### src/rtl/ram_arbiter_if.sv
`default_nettype none
// ============================================================================
//  Module   : ram_arbiter_if
//  Purpose  : Bundles the loader, reader and RAM-side signals of the RAM
//             arbiter into one interface.
//  Modports : master - arbiter view (drives RAM request, acknowledges clients)
//             slave  - environment view (loader, readers and RAM model)
//  Ports    : init_*   loader write channel
//             rdN_*    two reader channels
//             mem_*    RAM operation channel
//             busy / timeout_err status
//  Revision : 1.0  initial release
// ============================================================================
interface ram_arbiter_if #(
  parameter int AW = 23,
  parameter int DW = 64
);
  // Loader channel
  logic          init_we;
  logic [AW-1:0] init_address;
  logic [DW-1:0] init_data;
  logic          init_done;
  logic          init_op_begun;

  // Reader channels
  logic          rd0_req;
  logic          rd1_req;
  logic [AW-1:0] rd0_address;
  logic [AW-1:0] rd1_address;
  logic [DW-1:0] rd0_data;
  logic [DW-1:0] rd1_data;
  logic          rd0_valid;
  logic          rd1_valid;

  // RAM channel
  logic          mem_req;
  logic          mem_we;
  logic [AW-1:0] mem_address;
  logic [DW-1:0] mem_wdata;
  logic          mem_op_begun;
  logic [DW-1:0] mem_rdata;
  logic          mem_rdata_valid;

  // Status
  logic          busy;
  logic          timeout_err;

  modport master (
    input  init_we, init_address, init_data, init_done,
    output init_op_begun,
    input  rd0_req, rd1_req, rd0_address, rd1_address,
    output rd0_data, rd1_data, rd0_valid, rd1_valid,
    output mem_req, mem_we, mem_address, mem_wdata,
    input  mem_op_begun, mem_rdata, mem_rdata_valid,
    output busy, timeout_err
  );

  modport slave (
    output init_we, init_address, init_data, init_done,
    input  init_op_begun,
    output rd0_req, rd1_req, rd0_address, rd1_address,
    input  rd0_data, rd1_data, rd0_valid, rd1_valid,
    input  mem_req, mem_we, mem_address, mem_wdata,
    output mem_op_begun, mem_rdata, mem_rdata_valid,
    input  busy, timeout_err
  );
endinterface
`default_nettype wire

### src/rtl/ram_arbiter.sv
`default_nettype none
// ============================================================================
//  Module   : ram_arbiter
//  Purpose  : Shares one RAM port between a loader (writes, before init_done)
//             and two round-robin readers (after init_done). One operation
//             at a time; any RAM wait longer than TIMEOUT cycles locks the
//             block in a terminal error state until reset.
//  Ports    : clk50  - system clock, rising edge
//             reset  - asynchronous, active-low reset
//             bus    - ram_arbiter_if.master (loader, readers, RAM, status)
//  Revision : 1.0  initial release
// ============================================================================
module ram_arbiter #(
  parameter int AW      = 23,
  parameter int DW      = 64,
  parameter int TIMEOUT = 1023
) (
  input  wire           clk50,
  input  wire           reset,
  ram_arbiter_if.master bus
);

  localparam int            CW        = (TIMEOUT > 0) ? $clog2(TIMEOUT + 1) : 1;
  localparam logic [CW-1:0] C_TIMEOUT = CW'(TIMEOUT);

  typedef enum logic [2:0] {
    S_IDLE    = 3'd0,
    S_WRITE   = 3'd1,
    S_READ    = 3'd2,
    S_WAIT_RD = 3'd3,
    S_RD_DONE = 3'd4,
    S_ERROR   = 3'd5
  } state_t;

  state_t        state_q,    state_d;
  logic          owner_q,    owner_d;     // reader currently served
  logic          last_q,     last_d;      // reader served most recently
  logic [AW-1:0] addr_q,     addr_d;
  logic [DW-1:0] wdata_q,    wdata_d;
  logic [DW-1:0] rd0_data_q, rd0_data_d;
  logic [DW-1:0] rd1_data_q, rd1_data_d;
  logic [CW-1:0] cnt_q,      cnt_d;

  logic          pick_rd1;
  logic          timed_out;
  logic [CW-1:0] cnt_inc;
  logic          op_ack;

  // On a tie the reader that was not served last wins; a lone requester wins.
  assign pick_rd1  = bus.rd1_req && (!bus.rd0_req || !last_q);
  assign timed_out = (cnt_q == C_TIMEOUT);
  assign cnt_inc   = (cnt_q == {CW{1'b1}}) ? cnt_q : cnt_q + CW'(1);

  always_comb begin
    state_d    = state_q;
    owner_d    = owner_q;
    last_d     = last_q;
    addr_d     = addr_q;
    wdata_d    = wdata_q;
    rd0_data_d = rd0_data_q;
    rd1_data_d = rd1_data_q;
    cnt_d      = '0;           // zero on entry to every counted state
    op_ack     = 1'b0;

    case (state_q)
      S_IDLE: begin
        if (!bus.init_done) begin
          // Loader phase: reader requests stay pending until init_done.
          if (bus.init_we) begin
            addr_d  = bus.init_address;
            wdata_d = bus.init_data;
            state_d = S_WRITE;
          end
        end else if (bus.rd0_req || bus.rd1_req) begin
          owner_d = pick_rd1;
          last_d  = pick_rd1;
          addr_d  = pick_rd1 ? bus.rd1_address : bus.rd0_address;
          state_d = S_READ;
        end
      end

      S_WRITE: begin
        // A RAM acceptance arriving in the same cycle as the timeout wins.
        if (bus.mem_op_begun) begin
          op_ack  = 1'b1;
          state_d = S_IDLE;
        end else if (timed_out) begin
          state_d = S_ERROR;
        end else begin
          cnt_d = cnt_inc;
        end
      end

      S_READ: begin
        if (bus.mem_op_begun) begin
          state_d = S_WAIT_RD;
        end else if (timed_out) begin
          state_d = S_ERROR;
        end else begin
          cnt_d = cnt_inc;
        end
      end

      S_WAIT_RD: begin
        if (bus.mem_rdata_valid) begin
          if (owner_q) rd1_data_d = bus.mem_rdata;
          else         rd0_data_d = bus.mem_rdata;
          state_d = S_RD_DONE;
        end else if (timed_out) begin
          state_d = S_ERROR;
        end else begin
          cnt_d = cnt_inc;
        end
      end

      S_RD_DONE: state_d = S_IDLE;

      S_ERROR:   cnt_d = cnt_q;   // terminal; only reset leaves

      default:   state_d = S_IDLE;
    endcase
  end

  always_ff @(posedge clk50 or negedge reset) begin
    if (!reset) begin
      state_q    <= S_IDLE;
      owner_q    <= 1'b0;
      last_q     <= 1'b1;   // reader 0 wins the first tie
      addr_q     <= '0;
      wdata_q    <= '0;
      rd0_data_q <= '0;
      rd1_data_q <= '0;
      cnt_q      <= '0;
    end else begin
      state_q    <= state_d;
      owner_q    <= owner_d;
      last_q     <= last_d;
      addr_q     <= addr_d;
      wdata_q    <= wdata_d;
      rd0_data_q <= rd0_data_d;
      rd1_data_q <= rd1_data_d;
      cnt_q      <= cnt_d;
    end
  end

  // All outputs decode directly from registered state, except the loader
  // acknowledge which must follow mem_op_begun within the same cycle.
  assign bus.mem_req       = (state_q == S_WRITE) || (state_q == S_READ);
  assign bus.mem_we        = (state_q == S_WRITE);
  assign bus.mem_address   = addr_q;
  assign bus.mem_wdata     = wdata_q;
  assign bus.init_op_begun = op_ack;
  assign bus.rd0_data      = rd0_data_q;
  assign bus.rd1_data      = rd1_data_q;
  assign bus.rd0_valid     = (state_q == S_RD_DONE) && !owner_q;
  assign bus.rd1_valid     = (state_q == S_RD_DONE) &&  owner_q;
  assign bus.busy          = (state_q != S_IDLE);
  assign bus.timeout_err   = (state_q == S_ERROR);

endmodule
`default_nettype wire
### src/flat_wrapper.sv
// flat-port wrapper written by rule: the top's interface ports become plain ports
module ram_arbiter_flat 
#(
  parameter int AW      = 23,
  parameter int DW      = 64,
  parameter int TIMEOUT = 1023
)
  (clk50, reset, bus_init_we, bus_init_address, bus_init_data, bus_init_done, bus_init_op_begun, bus_rd0_req, bus_rd1_req, bus_rd0_address, bus_rd1_address, bus_rd0_data, bus_rd1_data, bus_rd0_valid, bus_rd1_valid, bus_mem_req, bus_mem_we, bus_mem_address, bus_mem_wdata, bus_mem_op_begun, bus_mem_rdata, bus_mem_rdata_valid, bus_busy, bus_timeout_err);
  ram_arbiter_if #(.AW(AW), .DW(DW)) bus_i ();
  input  wire clk50;
  input  wire reset;
  input wire logic [$bits(bus_i.init_we)-1:0] bus_init_we;
  input wire logic [$bits(bus_i.init_address)-1:0] bus_init_address;
  input wire logic [$bits(bus_i.init_data)-1:0] bus_init_data;
  input wire logic [$bits(bus_i.init_done)-1:0] bus_init_done;
  output wire logic [$bits(bus_i.init_op_begun)-1:0] bus_init_op_begun;
  input wire logic [$bits(bus_i.rd0_req)-1:0] bus_rd0_req;
  input wire logic [$bits(bus_i.rd1_req)-1:0] bus_rd1_req;
  input wire logic [$bits(bus_i.rd0_address)-1:0] bus_rd0_address;
  input wire logic [$bits(bus_i.rd1_address)-1:0] bus_rd1_address;
  output wire logic [$bits(bus_i.rd0_data)-1:0] bus_rd0_data;
  output wire logic [$bits(bus_i.rd1_data)-1:0] bus_rd1_data;
  output wire logic [$bits(bus_i.rd0_valid)-1:0] bus_rd0_valid;
  output wire logic [$bits(bus_i.rd1_valid)-1:0] bus_rd1_valid;
  output wire logic [$bits(bus_i.mem_req)-1:0] bus_mem_req;
  output wire logic [$bits(bus_i.mem_we)-1:0] bus_mem_we;
  output wire logic [$bits(bus_i.mem_address)-1:0] bus_mem_address;
  output wire logic [$bits(bus_i.mem_wdata)-1:0] bus_mem_wdata;
  input wire logic [$bits(bus_i.mem_op_begun)-1:0] bus_mem_op_begun;
  input wire logic [$bits(bus_i.mem_rdata)-1:0] bus_mem_rdata;
  input wire logic [$bits(bus_i.mem_rdata_valid)-1:0] bus_mem_rdata_valid;
  output wire logic [$bits(bus_i.busy)-1:0] bus_busy;
  output wire logic [$bits(bus_i.timeout_err)-1:0] bus_timeout_err;
  assign bus_i.init_we = bus_init_we;
  assign bus_i.init_address = bus_init_address;
  assign bus_i.init_data = bus_init_data;
  assign bus_i.init_done = bus_init_done;
  assign bus_init_op_begun = bus_i.init_op_begun;
  assign bus_i.rd0_req = bus_rd0_req;
  assign bus_i.rd1_req = bus_rd1_req;
  assign bus_i.rd0_address = bus_rd0_address;
  assign bus_i.rd1_address = bus_rd1_address;
  assign bus_rd0_data = bus_i.rd0_data;
  assign bus_rd1_data = bus_i.rd1_data;
  assign bus_rd0_valid = bus_i.rd0_valid;
  assign bus_rd1_valid = bus_i.rd1_valid;
  assign bus_mem_req = bus_i.mem_req;
  assign bus_mem_we = bus_i.mem_we;
  assign bus_mem_address = bus_i.mem_address;
  assign bus_mem_wdata = bus_i.mem_wdata;
  assign bus_i.mem_op_begun = bus_mem_op_begun;
  assign bus_i.mem_rdata = bus_mem_rdata;
  assign bus_i.mem_rdata_valid = bus_mem_rdata_valid;
  assign bus_busy = bus_i.busy;
  assign bus_timeout_err = bus_i.timeout_err;
  ram_arbiter #(.AW(AW), .DW(DW), .TIMEOUT(TIMEOUT)) u_core (.clk50(clk50), .reset(reset), .bus(bus_i));
endmodule
### config.mk
export PLATFORM = sky130hd
export DESIGN_NAME = ram_arbiter_flat
export DESIGN_NICKNAME = d
export VERILOG_FILES = /design/src/rtl/ram_arbiter_if.sv /design/src/rtl/ram_arbiter.sv /design/src/flat_wrapper.sv
export SDC_FILE = /design/constraint.sdc
export NUM_CORES = 1
export LEC_CHECK = 0
export CORE_MARGIN = 10
export CORE_UTILIZATION = 24
export CTS_CLUSTER_DIAMETER = 60
export DETAILED_ROUTE_END_ITERATION = 12
export PLACE_DENSITY = 0.56
export SYNTH_ARGS = -nofsm -noshare
export SYNTH_HDL_FRONTEND = slang
export SYNTH_SLANG_ARGS = --single-unit
### constraint.sdc
create_clock -name clk50 -period 1.8 [get_ports clk50]
set_input_delay 0.54 -clock clk50 [delete_from_list [all_inputs] [get_ports clk50]]
set_output_delay 0.54 -clock clk50 [all_outputs]
set_load 0.02 [all_outputs]
==> results.cfg, run 1 <==
[run_status]
status = finished, violations left
violations = negative setup slack

[synthesis]
synthArstFlopShare_pct = 100
synthCells = 643
syn_area_um2 = 9460
synth-main-ff-cell = dfrtp_1
syn_nets = 849
yosysSeqAreaShare_pct = 60.9
synth_edf_count = 0
synth_seq_cells = 230
ys_types = 54
synth.avg_cell_area_um2 = 14.7
yosysWarnings = 0

[critical_path]
crit_required_ps = 1260
critPathLaunchType = flip-flop
path_class = reg -> out
critPathMaxStageDelay_ps = 390
cp.arrival_ps = 1520
worstPathMaxFanout = 5
path_cells = buf_6 -> nor4b_4 -> buf_4
crit_path_start = u_core.state_q[0]
ff2ff_setup_slack_ps = -240
cp-end-kind = output port
r2r_start = u_core.state_q[0]
reg2reg_to = u_core.bus.rd0_data[29]
ff2ff_path_depth = 10
slowest_stage = dfrtp_1

[placement]
dp_hpwl_um = 25300
gp_congestion = 0.772
io_buffers = 426
preCtsSetupSlack_ps = -610

[global_routing]
grt_pass1_wl_um = 50200
grt_use_total_pct = 13.5
antenna_found_initial = 1
grt_max_degree = 47
overflow = 0
grt_pass1_vias = 7919

[sta]
hold_slack_ps = 474
fin_setup_tns_ps = -19990
fin_ws_ps = -262
max_slew_margin_pct = 69.2
period_needed_ps = 2060
setup_viol = 207
finClkSkew_ps = 11.5
rsz0062_at_grt = yes
fmax_mhz = 485
hold_violations = 0
post-route-period-util_pct = 115
drv_slew = 0
tightestPinTransition_ps = 462

[final_layout]
layout_common_cells = 229 x dfrtp_1, 202 x clkdlybuf4s50_1, 154 x clkdlybuf4s15_2
fin_util_pct = 43.7
synthToLayoutAreaGrowth_pct = 79.5
diodes = 0
layout_commonest_cell = dfrtp_1
finalNetCount = 1376
drive_above_1_share_pct = 50.9

[clock_tree]
cts_buffer_depth = 3
cts_tree = done
clock_latency_ps = 560
path_clk_slew_ps = 60
clockRootBuffer = clkbuf_16
cts.htree.levels = 1
clock-sinks = 230
cts_buffers = 30

[floorplan]
pin_count = 427
core_area_um2 = 38800
dieArea_um2 = 47800
die_y_um = 219
die_width_um = 219
row_count = 72
initial_utilization_pct = 24.4

[routing]
drtIter0Drc = 206
drt_wl_total_um = 36300
routed-via-count = 7435
drtPass1Iterations = 4
drc = 0
via_per_inst = 4.35
post_drt_wl_per_cell_um = 21.2
drtAntennaViolNets = 0

[job]
max-cap-violations = 0

[min_path]
min_path_type = reg -> reg
min-delay-start = u_core.bus.mem_address[11]
hold_path_end = u_core.bus.mem_address[11]
min_delay_path_depth = 1

[pwr]
power_mw = 29.4
cellPowerDensity_nw_per_um2 = 1730
p_leak_nw = 7.61
vdd_drop_max_uv = 1040
per-layer routing:
metal	routed length, um	vias up	track usage, %
met5	13	-	0
met4	627	2	2.96
met3	4080	41	6.63
met2	17500	332	22.5
met1	14100	3659	15.1
li1	-	3401	-
cell usage after synthesis, types with 3 or more instances:
master	instances	area, um^2
a21o_1	24	180
mux2_1	4	45.0
a21oi_1	4	20.0
nor2_1	33	124
a211oi_1	23	173
a21boi_0	3	22.5
buf_4	4	30.0
buf_2	20	100
clkbuf_1	6	22.5
inv_1	3	11.3
buf_6	6	67.6
a22o_1	7	61.3
nor3_1	3	15.0
mux2i_1	25	250
nand2_1	11	41.3
mux2_2	189	2130
dfrtp_1	229	5730
o31ai_1	4	30.0
state kept, by name (all words and copies together), names as in the netlist:
signal	count
u_core.cnt_q	10
u_core.bus.rd1_data	64
u_core.last_q	1
u_core.bus.mem_address	23
u_core.bus.mem_wdata	64
u_core.state_q	3
u_core.bus.rd0_data	64
u_core.owner_q	1
per-stage QoR:
| stage | cell area, um^2 | cells |
|---|---|---|
| global placement | 14900 | 1613 |
| CTS | 16500 | 1684 |
| floorplan | 9490 | 643 |
| finish | 17000 | 1711 |
| detailed placement | 14900 | 1613 |
| global route | 17000 | 1711 |
repair_timing:
| action | in CTS | in global routing |
|---|---|---|
| hold endpoints to repair | 36 | 0 |
| setup endpoints to repair | 271 | 250 |
| pin swaps | 9 | 16 |
| hold buffers | 1 | 0 |
| gates resized for setup | 748 | 145 |
| cloned | 7 | 18 |
| buffers inserted | 9 | 15 |
layout make-up:
type / count / area, um^2
sequential: 230 / 5760
clock buffer: 42 / 846
multi-input combinational: 372 / 3880
fill: 3645 / 21800
clock inverter: 13 / 139
timing repair buffer: 532 / 5690
inverter: 4 / 17.5
tap: 518 / 648
critical path, delay by kind of cell, from the launching register on:
family | cells | cell delay, ps
buffers and inverters | 2 | 320
flip-flops | 1 | 390
AND/OR/NAND/NOR | 1 | 260
kinds of logic (layout without fill, tap and decap cells):
group	Yosys count	count (layout)	share of synthesized area (%)
muxes	218	218	25.6
adders and majority gates	2	2	0.238
xor gates and xnor gates	2	2	0.185
and+or+nand+nor	70	71	3.91
DFF	230	230	60.9
buffers and inverters	42	591	2.68
AOI/OAI and AO/OA	79	79	6.51
how the worst max path moves through the flow:
stage,to,cells past startpoint,slack (ps)
after floorplan,bus_rd1_valid,3,-0.7
after global placement,bus_init_op_begun,4,-620
after detailed placement,bus_init_op_begun,4,-610
after CTS,bus_timeout_err,4,-300
after global routing,bus_rd1_valid,3,-330
final,bus_rd1_valid,3,-260
power breakdown:
part | internal (mW) | switching, mW
registers | 7.68 | 1.35
logic | 7.35 | 7.11
clock network | 3.46 | 2.42
total | 18.5 | 10.9
Note: power is estimated with default switching activity, not from simulation.
==> run 2: changes to the inputs <==
--- a/config.mk
+++ b/config.mk
@@ -9,6 +9,7 @@
 export CORE_UTILIZATION = 24
 export CTS_CLUSTER_DIAMETER = 60
 export DETAILED_ROUTE_END_ITERATION = 12
+export GPL_TIMING_DRIVEN = 0
 export PLACE_DENSITY = 0.56
 export SYNTH_ARGS = -nofsm -noshare
 export SYNTH_HDL_FRONTEND = slang
==> constraint.sdc (replaced) <==
create_clock -name clk50 -period 2.13 [get_ports clk50]
set_input_delay 0.639 -clock clk50 [delete_from_list [all_inputs] [get_ports clk50]]
set_output_delay 0.639 -clock clk50 [all_outputs]
set_load 0.02 [all_outputs]
==> results.cfg, run 2 (same netlist as run 1, synthesis figures left out) <==
[sta]
tightestPinTransition_ps = 582
hold_slack_ps = 15.5
drv_slew = 0
fmax_mhz = 447
rsz0062_at_grt = yes
finClkSkew_ps = 10.6
hold_violations = 0
setup_viol = 5
fin_setup_tns_ps = -434
fin_ws_ps = -109
max_slew_margin_pct = 61.0
period_needed_ps = 2240
post-route-period-util_pct = 105

[placement]
dp_hpwl_um = 25800
io_buffers = 425
dp_cells = 1588
gp_congestion = 0.790

[critical_path]
critPathMaxStageDelay_ps = 450
ff2ff_setup_slack_ps = 100
cp.arrival_ps = 1600
cp-end-kind = output port
critPathBufInv = 2
path_class = reg -> out
path_cells = nand2b_4 -> or2_4 -> inv_4 -> buf_6
worstPathMaxFanout = 4
cpLargestDelayFamily = flip-flops
crit_required_ps = 1490
critPathLaunchType = flip-flop
slowest_stage = dfrtp_2

[global_routing]
antenna_found_initial = 0
grt_use_total_pct = 13.1
grt_pass1_wl_um = 48800
grt_pass1_vias = 7850
grt_max_degree = 96
overflow = 0

[routing]
drtAntennaViolNets = 0
post_drt_wl_per_cell_um = 19.9
routed-via-count = 7078
drt_wl_total_um = 32900
drtIter0Drc = 258
drc = 0
via_per_inst = 4.27
drtPass1Iterations = 4

[final_layout]
diodes = 0
final_cells = 1658
synthToLayoutAreaGrowth_pct = 62.6
layout_commonest_cell = dfrtp_1
drive_above_1_share_pct = 28.4
layout_common_cells = 227 x dfrtp_1, 216 x dlygate4sd2_1, 201 x clkdlybuf4s50_1
finalNetCount = 1328
nFillCells = 3840

[clock_tree]
ctsHoldBuffers = 0
clockRootBuffer = clkbuf_16
cts.htree.levels = 1
cts_buffers = 29
clock_latency_ps = 540
cts_tree = done
clock-sinks = 230
cts_buffer_depth = 3
path_clk_slew_ps = 50

[floorplan]
pin_count = 427
dieArea_um2 = 47800
initial_utilization_pct = 24.4
row_count = 72
core_area_um2 = 38800
die_y_um = 219
die_width_um = 219

[pwr]
p_leak_nw = 7.12
p_comb_share_pct = 47.0
vdd_drop_max_uv = 530
p_switching_mw = 8.60
switching_share_pct = 38.0
internal_power_mw = 14.0
p_seq_share_pct = 33.1
clock_power_share_pct = 20.0
power_mw = 22.7
cellPowerDensity_nw_per_um2 = 1470

[run_status]
violations = negative setup slack
status = finished, violations left

[min_path]
min_path_type = in -> async

[job]
max-cap-violations = 0
## run 2: worst paths after layout
kind	end	start	depth (start not counted)
worst max-delay path	bus_timeout_err	u_core.state_q[1]	4
worst min-delay path	u_core.bus.rd0_data[40]	reset	1
worst max register to register	u_core.bus.rd1_data[20]	u_core.state_q[1]	7
worst min register to register	u_core.bus.mem_address[17]	u_core.bus.mem_address[17]	1
max in group asynchronous	u_core.last_q	reset	3
min in group clk50	u_core.bus.mem_address[17]	u_core.bus.mem_address[17]	1
## run 2: power groups by stage
stage / Combinational (mW) / Clock, mW / Sequential, mW
6_report: 10.6 / 4.52 / 7.49
5_1_grt: 11.3 / 4.87 / 7.78
4_1_cts: 10.6 / 4.71 / 7.51
3_5_place_dp: 11.7 / 0 / 7.62
3_3_place_gp: 11.6 / 0 / 7.57
2_1_floorplan: 3.14 / 0 / 10.1
## run 2: worst register-to-register path: cells and delay by family (launching register included)
| family | cells | cell delay (ps) |
|---|---|---|
| buf+inv | 3 | 640 |
| flops | 1 | 450 |
| mux | 1 | 380 |
| simple gates | 3 | 430 |
## run 2: layout make-up
cell class              count  area, um^2  share of cell area, %
plain buffers              36         283                   1.84
clock buffers              41         831                   5.40
clock inverters             8        52.6                  0.342
inverters                   4        20.0                  0.130
multi-input cells         371        3540                   23.0
flip-flops and latches    230        5760                   37.4
well taps                 518         648                   4.21
repair buffers            450        4250                   27.6
## run 2: per-layer routing
metal / global-route usage, % / part of all wire (%) / vias up
met4: 3.56 / 1.9 / 0
met5: 0 / 0 / -
met3: 4.83 / 8.9 / 39
met2: 22.5 / 50 / 281
met1: 15.0 / 40 / 3473
li1: - / - / 3285
## run 2: stage by stage
stage | setup WS (ps) | area, um^2 | util [%]
final | -109 | 15400 | 39.6
after global routing | -175 | 15400 | 39.6
after detailed placement | -792 | 14400 | 37.2
after floorplan | 30.5 | 9470 | -
after global placement | -9980 | 14400 | 37.0
after CTS | -166 | 15300 | 39.3
## run 2: timing repair
action                     in CTS  in global routing
resized for setup             281                 17
pin swaps                       5                  5
setup buffers                  16                  8
setup endpoints to repair     344                 16
